--- src/rtl/spart_pkg.sv ---
// Shared definitions for the board-to-board serial link (receiver and transmitter).
package spart_pkg;

  // Receiver bit-level FSM states
  typedef enum logic [2:0] {
    IDLE      = 3'd0,
    START     = 3'd1,
    DATA      = 3'd2,
    STOP      = 3'd3,
    WAIT_HIGH = 3'd4
  } rx_state_t;

  localparam int WORD_W           = 24;
  localparam int BYTES_PER_WORD   = 3;
  // 50 MHz system clock at 115200 baud
  localparam int CLKS_PER_BIT_DEF = 434;
  localparam int TIMEOUT_BITS_DEF = 16;

endpackage

--- src/rtl/spart_rx_byte.sv ---
// 8N1 byte receiver: 2-FF input synchroniser, bit-timing FSM, one-cycle
// byte_valid / frame_err strobes that are asserted combinationally in the
// cycle the stop bit is sampled, so the parent can register on that edge.
module spart_rx_byte
  import spart_pkg::*;
#(
  parameter int CLKS_PER_BIT = CLKS_PER_BIT_DEF
) (
  input  logic       clk_i,
  input  logic       rst_i,
  input  logic       rxd_i,
  output logic [7:0] byte_o,
  output logic       byte_valid_o,
  output logic       frame_err_o,
  output rx_state_t  state_o
);

  localparam int CW = $clog2(CLKS_PER_BIT + 1);
  localparam logic [CW-1:0] FULL_M1 = CW'(CLKS_PER_BIT - 1);
  localparam logic [CW-1:0] HALF_M1 = CW'(CLKS_PER_BIT / 2 - 1);

  logic            sync1_q;
  logic            rxd_s_q;
  rx_state_t       state_q, state_d;
  logic [CW-1:0]   cnt_q, cnt_d;
  logic [2:0]      bit_q, bit_d;
  logic [7:0]      shift_q, shift_d;

  // Two-flop synchroniser; resets to the idle (high) line level
  always_ff @(posedge clk_i) begin
    if (rst_i) begin
      sync1_q <= 1'b1;
      rxd_s_q <= 1'b1;
    end else begin
      sync1_q <= rxd_i;
      rxd_s_q <= sync1_q;
    end
  end

  // FSM and datapath registers
  always_ff @(posedge clk_i) begin
    if (rst_i) begin
      state_q <= IDLE;
      cnt_q   <= '0;
      bit_q   <= '0;
      shift_q <= '0;
    end else begin
      state_q <= state_d;
      cnt_q   <= cnt_d;
      bit_q   <= bit_d;
      shift_q <= shift_d;
    end
  end

  // Next-state logic: bit timer saturates, sampling uses >= compares
  always_comb begin
    state_d      = state_q;
    cnt_d        = (cnt_q >= FULL_M1) ? cnt_q : cnt_q + 1'b1;
    bit_d        = bit_q;
    shift_d      = shift_q;
    byte_valid_o = 1'b0;
    frame_err_o  = 1'b0;
    case (state_q)
      IDLE: begin
        cnt_d = '0;
        bit_d = '0;
        if (!rxd_s_q) state_d = START;
      end
      START: begin
        // Mid start bit: a high sample means the falling edge was a glitch
        if (cnt_q >= HALF_M1) begin
          cnt_d   = '0;
          state_d = rxd_s_q ? IDLE : DATA;
        end
      end
      DATA: begin
        if (cnt_q >= FULL_M1) begin
          cnt_d   = '0;
          shift_d = {rxd_s_q, shift_q[7:1]};
          bit_d   = bit_q + 3'd1;
          if (bit_q == 3'd7) state_d = STOP;
        end
      end
      STOP: begin
        if (cnt_q >= FULL_M1) begin
          cnt_d = '0;
          if (rxd_s_q) begin
            byte_valid_o = 1'b1;
            state_d      = IDLE;
          end else begin
            frame_err_o = 1'b1;
            state_d     = WAIT_HIGH;
          end
        end
      end
      WAIT_HIGH: begin
        // Hold off until the line is released so a break cannot retrigger
        cnt_d = '0;
        if (rxd_s_q) state_d = IDLE;
      end
      default: state_d = IDLE;
    endcase
  end

  assign byte_o  = shift_q;
  assign state_o = state_q;

endmodule

--- src/rtl/spart_rx_word.sv ---
// Word receiver: assembles three bytes (first received = MSB) into a 24-bit
// game message, pulses interrupt_board when complete, drops a partial word
// after an idle timeout or a framing error.
module spart_rx_word
  import spart_pkg::*;
#(
  parameter int CLKS_PER_BIT = CLKS_PER_BIT_DEF,
  parameter int TIMEOUT_BITS = TIMEOUT_BITS_DEF
) (
  input  logic              clk,
  input  logic              rst,
  input  logic              rxd,
  output logic [WORD_W-1:0] rx_data,
  output logic              interrupt_board,
  output logic              frame_err,
  output logic              busy
);

  localparam int TO_CYCLES = TIMEOUT_BITS * CLKS_PER_BIT;
  localparam int TW        = $clog2(TO_CYCLES + 1);
  localparam logic [TW-1:0] TO_M1 = TW'(TO_CYCLES - 1);

  logic [7:0]        rx_byte;
  logic              byte_valid;
  logic              byte_ferr;
  rx_state_t         rx_state;

  logic [1:0]        byte_idx_q, byte_idx_d;
  logic [15:0]       asm_q, asm_d;
  logic [WORD_W-1:0] rx_data_q, rx_data_d;
  logic              irq_q, irq_d;
  logic              ferr_q, ferr_d;
  logic [TW-1:0]     idle_cnt_q, idle_cnt_d;
  logic              timeout;

  spart_rx_byte #(
    .CLKS_PER_BIT(CLKS_PER_BIT)
  ) u_rx_byte (
    .clk_i        (clk),
    .rst_i        (rst),
    .rxd_i        (rxd),
    .byte_o       (rx_byte),
    .byte_valid_o (byte_valid),
    .frame_err_o  (byte_ferr),
    .state_o      (rx_state)
  );

  // Word assembly, output and idle-timer registers
  always_ff @(posedge clk) begin
    if (rst) begin
      byte_idx_q <= '0;
      asm_q      <= '0;
      rx_data_q  <= '0;
      irq_q      <= 1'b0;
      ferr_q     <= 1'b0;
      idle_cnt_q <= '0;
    end else begin
      byte_idx_q <= byte_idx_d;
      asm_q      <= asm_d;
      rx_data_q  <= rx_data_d;
      irq_q      <= irq_d;
      ferr_q     <= ferr_d;
      idle_cnt_q <= idle_cnt_d;
    end
  end

  // Slot selection, word completion, timeout and framing-error discard
  always_comb begin
    byte_idx_d = byte_idx_q;
    asm_d      = asm_q;
    rx_data_d  = rx_data_q;
    irq_d      = 1'b0;
    ferr_d     = 1'b0;
    idle_cnt_d = '0;
    timeout    = 1'b0;

    // Idle timer only runs while a partial word is waiting; it also runs in
    // the start-edge cycle, so a simultaneous timeout makes the new byte slot 0
    if (rx_state == IDLE && byte_idx_q != 2'd0) begin
      if (idle_cnt_q >= TO_M1) timeout = 1'b1;
      else                     idle_cnt_d = idle_cnt_q + 1'b1;
    end

    if (timeout) begin
      byte_idx_d = '0;
    end else if (byte_valid) begin
      case (byte_idx_q)
        2'd0: begin
          asm_d[15:8] = rx_byte;
          byte_idx_d  = 2'd1;
        end
        2'd1: begin
          asm_d[7:0] = rx_byte;
          byte_idx_d = 2'd2;
        end
        default: begin
          rx_data_d  = {asm_q, rx_byte};
          irq_d      = 1'b1;
          byte_idx_d = '0;
        end
      endcase
    end else if (byte_ferr) begin
      ferr_d     = 1'b1;
      byte_idx_d = '0;
    end
  end

  assign rx_data         = rx_data_q;
  assign interrupt_board = irq_q;
  assign frame_err       = ferr_q;
  assign busy            = (rx_state != IDLE) || (byte_idx_q != 2'd0);

endmodule

--- config.mk ---
export PLATFORM = sky130hd
export DESIGN_NAME = spart_rx_word
export DESIGN_NICKNAME = d
export VERILOG_FILES = /design/src/rtl/spart_pkg.sv /design/src/rtl/spart_rx_byte.sv /design/src/rtl/spart_rx_word.sv
export SDC_FILE = /design/constraint.sdc
export NUM_CORES = 1
export LEC_CHECK = 0
export ABC_CLOCK_PERIOD_IN_PS = 2400
export CAP_MARGIN = 40
export CORE_ASPECT_RATIO = 0.6
export CORE_MARGIN = 4
export CORE_UTILIZATION = 45
export DETAILED_ROUTE_END_ITERATION = 7
export DONT_BUFFER_PORTS = 1
export HOLD_SLACK_MARGIN = 0.12
export PLACE_DENSITY = 0.63
export SLEW_MARGIN = 20
export SYNTH_ARGS = -nofsm -noshare
export SYNTH_HDL_FRONTEND = slang
export SYNTH_SLANG_ARGS = --single-unit
--- constraint.sdc ---
create_clock -name clk -period 2.4 [get_ports clk]
set_clock_uncertainty 0.05 [all_clocks]
set_input_delay 0.36 -clock clk [delete_from_list [all_inputs] [get_ports clk]]
set_output_delay 0.36 -clock clk [all_outputs]
set_load 0.1 [all_outputs]
==> results.md <==
* Status: finished clean
* Row cnt at 25
* Flops & latches, synth at 82
* Total track usage at 18.28%
* Syn-to-layout area delta at 12.58%
* RSZ-0062 raised after global routing: no
* Worst Setup End Kind: primary output
* Most frequent cells after synthesis: dfxtp_1, a21oi_1, nand4_1, o21ai_0, nor2_1
* Total power at 2.761 mW
* TritonCTS clock tree: yes
* Critical path arrival at 1.68 ns
* Yosys warns at 0
* Placer Congestion at 0.8399
* Initial DRC count at 274
* Crit Path Max Fanout at 10
* Share of layout cells above drive strength 1 at 15.81%
* Ant. Diodes at 0
* CP top delay family: simple AND/OR/NAND/NOR gates
* Number of clock sinks at 82
* Post-CTS Resized at 0
* Total negative slack at 0 ns
* Synth Net Count at 419
* Most common cell in the synthesized netlist: dfxtp_1
* Starting density of the core at 46.94%
* Max VDD drop at 0.2934 mV
* CTS Hold Buffers Added at 2
* Fmax achieved at 0.4784 GHz
* Post-synth EDFFs at 0
* Final ANT Viol Nets at 0
* CTS max path bufs at 2
* WL per Instance at 16.14 um
* WL final at 8682 um
* Clock root cell: clkbuf_16
* Vias in the first global route at 2880
* Syn Area/Cell at 9.190 sq um
* Maxcap violations at 0
* # IOs at 30
* DRT Pass-1 Iters at 4
* CTS Buf Count at 9
* Die footprint at 9926 sq um
* Layout Nets at 435
* Worst Hold End: u_rx_byte.state_o[0]$_SDFFE_PP0P_
* Final Max Slew Viols at 0
* Largest net degree at the start of global routing at 59
* Cell count of the worst reg-to-reg path at 6
* PwrDens at 652.4 nW/um^2
* Post-Syn Area at 3759 sq um
* Post-synth top area share at 43.68%
* Reg2reg end: rx_data[8]$_SDFFE_PP0P_
* Min-delay src: rst
* Final Hold Viols at 0
* R2R setup slack at 0.40 ns
* Reg2reg start: u_rx_byte.cnt_q[0]$_SDFF_PP0_
* Dpl hpwl at 5684 um
* Worst-Margin Slew at 0.6575 ns
* Slowest stage delay, CP at 0.50 ns
* Port buffer count at 0
* Initial antenna violation count at 0
* Die W at 126.0 um
* Cell Count, Final, Fillers Out at 538
* Clock latency on the worst-skew pair at 0.34 ns
* Setup Fix Bufs, Post-CTS at 0
* Leakage at 1.443 nW
* Remaining global-route overflow at 0
* Worst min path class: in2reg
* Largest cells by area after synthesis: dfxtp_1, a21oi_1, nand4_1
* H-tree depth at 3
* Cells after DPL at 520
* Fin crit share at 87.09%
* Crit Path Class: reg2out
* Vias at 3114
* Die Y at 78.79 um
* Final setup violation count at 0
* WP buf/inv at 1
* Slowest CP cell: or3_1
* Yosys cell types at 55
* Yosys top cell by area: dfxtp_1
* Hold path depth at 2
* DRC violations left at 0
* Clock-pin slew on the worst setup and hold paths at 0.06 ns
* CP Launch Type: flop
* Max transition margin at 56.00%
* Syn Inst Count at 409
* Cell Chain, Critical Path: or3_1 > nand2b_1 > buf_12
* Via/cell ratio at 5.788
* Worst EP required at 1.99 ns
* First-pass GRT wire length at 14600 um
* Ys flop type: dfxtp_1
* Core area at 8008 sq um
* Sequential fraction of the synthesis area at 43.68%
* Fin crit period at 2.090 ns
* Fill cells at 742
* Ys async rst share at 0%
* Worst hold margin at 0.1557 ns
[flip-flops by register name (all words and copies together) (netlist names)]
signal             count
u_rx_byte.bit_q        3
byte_idx_q             2
u_rx_byte.byte_o       8
u_rx_byte.sync1_q      1
u_rx_byte.cnt_q        9
frame_err              1
u_rx_byte.state_o      3
asm_q                 16
idle_cnt_q            13
interrupt_board        1
u_rx_byte.rxd_s_q      1
rx_data               24
[area by class of cell]
cell class                      count  area [sq um]  area share [%]
Multi-Input combinational cell    284          1782           42.11
Sequential cell                    82          1642           38.79
Timing Repair Buffer               41         355.3           8.397
Clock buffer                       12         266.5           6.298
Tap cell                          108         135.1           3.193
Inverter                            7         26.28          0.6209
Clock inverter                      4         25.02          0.5914
[metrics by stage]
stage	utilization (%)	worst slack, ns	instance area, sq um
after global placement	48.73	0.4847	3902
final	52.84	0.3098	4232
after CTS	52.84	0.2852	4232
after global routing	52.84	0.2008	4232
after detailed placement	48.73	0.4102	3902
after floorplan	-	0.4693	3759
[power breakdown]
part | total [mW] | internal, mW | leakage, nW | switching, mW
sequential | 1.37 | 1.36 | 0.661 | 0.00446
combinational | 0.0792 | 0.0268 | 0.642 | 0.0523
clock | 1.31 | 0.781 | 0.141 | 0.532
[worst register-to-register path, cell delays in order, from the launching register on]
cell	delay [ns]
dfxtp_1	0.44
ha_1	0.19
nor2_1	0.08
a2111o_1	0.57
buf_4	0.25
o31ai_1	0.22
a21oi_1	0.10
[how the worst max path moves through the flow]
stage / startpoint / to / slack [ns] / cells after the start
after CTS: u_rx_byte.state_o[0]$_SDFFE_PP0P_ / busy / 0.29 / 3
after global routing: u_rx_byte.state_o[0]$_SDFFE_PP0P_ / busy / 0.20 / 3
after floorplan: u_rx_byte.state_o[1]$_SDFFE_PP0P_ / busy / 0.47 / 4
final: u_rx_byte.state_o[0]$_SDFFE_PP0P_ / busy / 0.31 / 3
after detailed placement: u_rx_byte.cnt_q[0]$_SDFF_PP0_ / rx_data[8]$_SDFFE_PP0P_ / 0.41 / 6
after global placement: u_rx_byte.cnt_q[0]$_SDFF_PP0_ / rx_data[9]$_SDFFE_PP0P_ / 0.48 / 6
[cell usage in the layout, fill, tap and decap left out, types with 2 or more instances in the layout]
cell type	instances
o211ai_1	3
a31oi_1	3
clkinvlp_4	2
o31ai_1	15
clkinv_2	2
and3_1	7
or3_1	5
ha_1	7
dfxtp_1	82
buf_4	37
nor4_1	2
o21ai_0	35
nand2_1	5
o2111ai_1	3
nor2b_1	3
clkbuf_16	9
or2_2	3
xnor2_1	5
nand3b_1	9
a21oi_1	56
nand2b_1	2
a2111o_1	2
and2_1	3
o21a_1	2
inv_1	7
nand3_1	12
nor2_1	29
clkbuf_8	3
nor3_1	3
o21bai_1	3
buf_12	2
xor2_1	10
nand4_1	38
[cells by family after synthesis]
group           Yosys count  share of synthesized area [%]
compound gates          133                          21.70
xor+xnor                 15                          3.495
fa+ha+maj                 7                          2.330
buf+inv                  43                          8.922
flops                    82                          43.67
mux                       2                         0.5659
simple gates            127                          19.31
[metal layers]
metal / wire [um] / share of wire, % / global-route usage (%)
met5: 0 / 0 / 0
met4: 120 / 1.4 / 6.745
met3: 620 / 7.1 / 5.914
met2: 3571 / 41 / 25.82
met1: 4370 / 50 / 25.94
Note: power is estimated with default switching activity, not from simulation.
